$ cat config.mk
export PLATFORM = sky130hd
export DESIGN_NAME = bcd_code_encoder
export DESIGN_NICKNAME = d
export VERILOG_FILES = /design/src/rtl/bcd_code_encoder.sv
export SDC_FILE = /design/constraint.sdc
export NUM_CORES = 1
export LEC_CHECK = 0
export ABC_AREA = 1
export CAP_MARGIN = 40
export CORE_ASPECT_RATIO = 0.7
export CORE_UTILIZATION = 47
export CTS_CLUSTER_SIZE = 24
export DETAILED_ROUTE_END_ITERATION = 16
export PLACE_DENSITY = 0.82
export SETUP_SLACK_MARGIN = 0.5
export SYNTH_ARGS = -nofsm -noshare
export SYNTH_HDL_FRONTEND = slang
export SYNTH_SLANG_ARGS = --single-unit
$ cat constraint.sdc
create_clock -name clk -period 2.2 [get_ports clk]
set_clock_uncertainty 0.2 [all_clocks]
set_input_delay 0.22 -clock clk [delete_from_list [all_inputs] [get_ports clk]]
set_output_delay 0.22 -clock clk [all_outputs]
set_load 0.03 [all_outputs]
$ cat src/rtl/bcd_code_encoder.sv
// rtl/bcd_code_encoder.sv - glyph-code stream to packed-BCD word encoder
// Define RANGE_CHECK_EN to reject assembled words greater than limit.
module bcd_code_encoder #(
  parameter int NUM_DIGITS = 2
) (
  input  logic                    clk,
  input  logic                    reset,
  input  logic                    in_valid,
  output logic                    in_ready,
  input  logic [3:0]              sel_in,
  input  logic [1:0]              addr_in,
  input  logic [4*NUM_DIGITS-1:0] limit,
  input  logic                    abort,
  output logic                    out_valid,
  input  logic                    out_ready,
  output logic [4*NUM_DIGITS-1:0] bcd_out,
  output logic                    err_code,
  output logic                    err_range,
  output logic [2:0]              digit_cnt
);
  localparam int W = 4 * NUM_DIGITS;
  localparam logic [2:0] LAST_CNT = 3'(NUM_DIGITS - 1);

  typedef enum logic [1:0] {COLLECT, CHECK, HOLD} state_t;

  state_t       state;
  logic [W-1:0] acc;
  logic         code_legal;
  logic [3:0]   digit;
  logic         range_ok;
  logic         err_range_q;

  // Selects 4/5/6 carry digits in groups of four; select 6 only holds 8 and 9.
  assign code_legal = (sel_in == 4'd4) || (sel_in == 4'd5) ||
                      ((sel_in == 4'd6) && !addr_in[1]);
  assign digit      = {sel_in[1:0], addr_in};
  assign in_ready   = (state == COLLECT) && !reset;

`ifdef RANGE_CHECK_EN
  assign range_ok  = (acc <= limit);
  assign err_range = err_range_q;
`else
  logic unused_bits;
  assign unused_bits = ^{limit, err_range_q};
  assign range_ok    = 1'b1;
  assign err_range   = 1'b0;
`endif

  always_ff @(posedge clk) begin
    if (reset) begin
      state       <= COLLECT;
      acc         <= '0;
      bcd_out     <= '0;
      out_valid   <= 1'b0;
      err_code    <= 1'b0;
      err_range_q <= 1'b0;
      digit_cnt   <= '0;
    end else begin
      err_code    <= 1'b0;
      err_range_q <= 1'b0;
      case (state)
        COLLECT: begin
          if (abort) begin
            acc       <= '0;
            digit_cnt <= '0;
          end else if (in_valid) begin
            if (!code_legal) begin
              err_code  <= 1'b1;
              acc       <= '0;
              digit_cnt <= '0;
            end else begin
              acc <= W'({acc, digit});
              if (digit_cnt == LAST_CNT) begin
                digit_cnt <= '0;
                state     <= CHECK;
              end else begin
                digit_cnt <= digit_cnt + 3'd1;
              end
            end
          end
        end
        CHECK: begin
          acc <= '0;
          if (range_ok) begin
            bcd_out   <= acc;
            out_valid <= 1'b1;
            state     <= HOLD;
          end else begin
            err_range_q <= 1'b1;
            state       <= COLLECT;
          end
        end
        HOLD: begin
          if (out_ready) begin
            out_valid <= 1'b0;
            state     <= COLLECT;
          end
        end
        default: state <= COLLECT;
      endcase
    end
  end
endmodule

After elaboration in Yosys (flattened, before gate mapping)

Index checks and enable logic that the tools add are counted.

Shift operators: 0
Bitwise gates (word level): 2
Divide/modulo/power cells: 0
Reductions and logical operators: 15
Multipliers: 0
Eq/ne operators: 12
$add $sub $neg: 1
Multiplexer cells: 17
Magnitude comparators: 0

Operators by type and width:

| operator                                                         | number |
|---|---|
| 8-bit 2-to-1 mux                                                 | 3 |
| 8-bit case mux with 2 select lines                               | 1 |
| 4-bit by 3-bit == test with 1-bit output (second input constant) | 3 |
| 3-bit 2-to-1 mux                                                 | 4 |
| 2-bit 2-to-1 mux                                                 | 5 |
| 2-bit != test (second input constant)                            | 4 |
| 2-bit case mux with 3 select lines                               | 1 |
| 2-bit AND reduction                                              | 3 |
| 2-bit nonzero test                                               | 3 |
| 5-bit AND reduction                                              | 1 |
| 4-bit OR reduction                                               | 1 |
| 3-bit by 1-bit adder with 3-bit output (second input constant)   | 1 |
| 3-bit by 1-bit == test with 1-bit output (second input constant) | 1 |
| 3-bit != test (second input constant)                            | 1 |
| 2-bit by 1-bit == test with 1-bit output (second input constant) | 1 |
| 2-bit == test (second input constant)                            | 1 |
| 1-bit logical AND                                                | 2 |
| 1-bit zero test                                                  | 2 |
| 2-bit zero test                                                  | 1 |
| 1-bit logical OR                                                 | 2 |
| 1-bit 2-to-1 mux                                                 | 2 |
| 2-bit by 1-bit != test with 1-bit output (second input constant) | 1 |
| 1-bit NOT                                                        | 2 |
| 1-bit case mux with 2 select lines                               | 1 |

Output and inout bits: 15
Logic and storage cells: 53
ROM bits: 0
Register bits after elaboration: 23
Bits in writable memories: 0
Bits in latches: 0
Memories: 0

Longest topological paths before layout

Depth in word-level cells: 7
Gate-level depth with buffers: 7

Least setup slack after synthesis

No wires, ideal clock.

Path kind: register to output
From: register state[1]
To: output in_ready
Setup slack: 0.806 ns
Cell stages (with the launch flop): 4
Required time: 1.780 ns
Path buffers: 0
Arrival time: 0.974 ns
Path through: dfxtp_1 nor2_2 inv_1 nor2_1

Word-level cells in the longest chain between the ends: 2

RTL lines:

| element                  | line | source |
|---|---|---|
| start: declaration       | 26   | `state_t state;` |
| start signal: assignment | 51   | `state <= COLLECT;` |
| start signal: assignment | 75   | `state <= CHECK;` |
| start signal: assignment | 87   | `state <= HOLD;` |
| 2-bit zero test          | 37   | `assign in_ready = (state == COLLECT) && !reset;` |
| 1-bit logical AND        | 37   |  |
| end: declaration         | 9    | `output logic in_ready,` |

No other way between the ends.

Final worst setup path

Same ends and word-level chain as after synthesis.

==> flow_metrics.env <==
export IMPL_status="finished with violations"
export IMPL_violations="design-rule violations"
export IMPL_crit_type="reg -> out"
export IMPL_grt_max_degree=16
export IMPL_top_layer="met4"
export IMPL_fmax_ghz=0.609
export IMPL_diodes=0
export IMPL_hold_violations=0
export IMPL_area_growth_pct=25.1
export IMPL_place_congestion=0.791
export IMPL_async_flop_share=0
export IMPL_final_nets=181
export IMPL_rows=13
export IMPL_maxCapViolCount=0
export IMPL_reg2reg_to="acc[3]$_SDFFE_PP0P_"
export IMPL_worstRegToRegCells=7
export IMPL_holdPathEnd="out_valid$_SDFFE_PP0P_"
export IMPL_htreeDepth=1
export IMPL_critPathMaxStageDelay_ns=0.38
export IMPL_grt_pass1_vias=799
export IMPL_initial_core_util=0.517
export IMPL_fill_cells=189
export IMPL_worstPathCellList="nor2_2 > inv_1 > nor2_1 > buf_2"
export IMPL_firstDrtPassIters=10
export IMPL_yosysMostFrequentCell="nor2_1"
export IMPL_yosysUniqueCellTypes=24
export IMPL_synth_edf_count=0
export IMPL_vias_per_cell=5.02
export IMPL_core_um2=1940
export IMPL_dr_wl_met3_um=93
export IMPL_yosys_area_top_type_share=0.460
export IMPL_drt_initial_drc_count=22
export IMPL_hold_slack_ns=0.289
export IMPL_cts_buffers=3
export IMPL_synth_nets=156
export IMPL_die_y_um=40.6
export IMPL_dp_hpwl_um=1530
export IMPL_path_max_fanout=4
export IMPL_power_leakage_nw=0.597
export IMPL_die_x_um=57.2
export IMPL_clock_sinks=23
export IMPL_cpMaxStageDelayCell="dfxtp_1"
export IMPL_r2r_start="state[0]$_SDFFE_PP0P_"
export IMPL_start_kind="register"
export IMPL_worst_path_buf_inv=2
export IMPL_wl_per_cell_um=11.5
export IMPL_fin_crit_sh=0.746
export IMPL_cts_root_buffer="clkbuf_4"
export IMPL_critPathCaptureType="output pin"
export IMPL_grt_pass1_wl_um=3480
export IMPL_cts_clk_slew_worst_paths_ns=0.12
export IMPL_ios=34
export IMPL_place_port_buffers=24
export IMPL_crit_required_ns=1.78
export IMPL_slew_viol_final=0
export IMPL_grt_ovfl_total=0
export IMPL_hold_buffers=0
export IMPL_dr_wl_met2_um=940
export IMPL_drt_met1_wl_um=1030
export IMPL_yosys_warnings=0
export IMPL_synth_seq_cells=23
export IMPL_dieArea_um2=2320
export IMPL_rsz0062_at_grt="true"
export IMPL_via_count=919
export IMPL_timing_setup_tns_ns=0
export IMPL_arrival_ns=1.22
export IMPL_route_detailed_drc=1
export IMPL_drive_above_1_share=0.0932
export IMPL_synthesis_instances=137
export IMPL_syn_area_um2=1000
export IMPL_totalWireLength_um=2110
export IMPL_post_cts_buffers=0
export IMPL_ant_nets=0
export IMPL_setup_viol=0
export IMPL_cts_tree="done"
export IMPL_clk_latency_ns=0.32
export IMPL_clock_path_buffers=2
export IMPL_synth_top_area_cell="dfxtp_1"
export IMPL_antenna_found_initial=0
export IMPL_syn_avg_cell_area_um2=7.31
export IMPL_r2r_setup_slack_ns=0.70
export IMPL_synth_flop_cell="dfxtp_1"
export IMPL_track_usage=0.215
export IMPL_whs_path_depth=2
export IMPL_min_delay_start="out_ready"
export IMPL_min_path_type="in -> reg"
export IMPL_ys_seq_area_frac=0.460
export IMPL_synthTopCellsByArea="dfxtp_1, nor2_1, nand2_1"
export IMPL_crit_family="flip-flops"
export IMPL_peakVddDrop_uv=304
export IMPL_min_period_ns=1.64
export IMPL_synth_commonest_cells="nor2_1, dfxtp_1, nand2_1"
export IMPL_power_density_nw_per_um2=551
==> how the worst max path moves through the flow <==
stage / start / endpoint / slack [ns] / depth (start not counted)
3_3_place_gp: reset / in_ready / 0.36 / 3
5_1_grt: state[1]$_SDFFE_PP0P_ / in_ready / 0.43 / 4
6_report: state[1]$_SDFFE_PP0P_ / in_ready / 0.56 / 4
3_5_place_dp: reset / in_ready / 0.36 / 3
2_1_floorplan: state[1]$_SDFFE_PP0P_ / in_ready / 0.81 / 3
4_1_cts: state[1]$_SDFFE_PP0P_ / in_ready / 0.36 / 4
==> layer usage <==
metal | GRT usage | up-vias
met4 | 0.146 | 0
met2 | 0.359 | 18
met5 | 0 | -
met1 | 0.251 | 411
li1 | - | 485
met3 | 0.0662 | 5
==> power breakdown <==
| part | switching (W) | total [W] | internal, W | leakage [nW] |
|---|---|---|---|---|
| Clock | 0.000125 | 0.000196 | 0.0000710 | 0.0150 |
| Combinational | 0.0000411 | 0.0000710 | 0.0000299 | 0.397 |
| Sequential | 0.00000242 | 0.000423 | 0.000421 | 0.186 |
| Total | 0.000169 | 0.000691 | 0.000522 | 0.597 |
==> area by class of cell <==
cell class              instances  area, um2  area share
flip-flops and latches         23        460       0.368
multi-input cells              94        453       0.362
repair buffers                 25        226       0.181
inverters                      15       58.8      0.0470
clock buffers                   4       26.3      0.0210
well taps                      22       27.5      0.0220
==> through the flow <==
stage          instance area, um2   util  cells  worst slack, ns  total power, W
6_report                     1250  0.647    183            0.558        0.000691
5_1_grt                      1250  0.647    183            0.435        0.000728
4_1_cts                      1260  0.649    183            0.356        0.000698
3_5_place_dp                 1250  0.644    179            0.355        0.000505
3_3_place_gp                 1250  0.644    179            0.360        0.000504
2_1_floorplan                1000      -    137            0.806        0.000474
==> state kept, by name, summed over array words and instances, names as in the netlist <==
| name | count |
|---|---|
| out_valid | 1 |
| err_code | 1 |
| state | 2 |
| digit_cnt | 3 |
| acc | 8 |
| bcd_out | 8 |
==> cells by family (layout without fill, tap and decap cells) <==
kind of cell / count (synthesis) / in the layout / share of synthesized area
AOI/OAI and AO/OA: 29 / 29 / 0.149
buffers and inverters: 20 / 44 / 0.0875
DFF: 23 / 23 / 0.460
other: 1 / 1 / 0.00375
and+or+nand+nor: 64 / 64 / 0.300
==> placed cells by master (no fill, tap or decap) <==
cell,synthesis,layout
nand2_1,21,21
dfxtp_1,23,23
buf_4,3,1
a311oi_1,1,1
nor2_4,1,1
inv_2,2,2
buf_2,0,1
inv_4,0,1
nand3_1,8,8
nor3_1,1,1
dlygate4sd2_1,0,13
a21oi_1,15,15
nor2_1,26,26
clkbuf_1,1,1
nor3_2,1,1
nor2_8,1,1
inv_1,12,12
nor2_2,1,1
clkdlybuf4s50_1,0,10
or2_2,1,1
conb_1,1,1
nand2_2,1,1
o21ai_1,2,2
clkbuf_4,0,3
nand2_4,1,1
nand3b_1,1,1
o21ai_0,11,11
==> what timing repair did <==
action | in CTS | in global routing
endpoints found under the hold margin | 0 | 0
endpoints found under the setup margin | 14 | 7
gates resized for setup | 15 | 3
No activity file was read; power rests on OpenSTA's default activity.
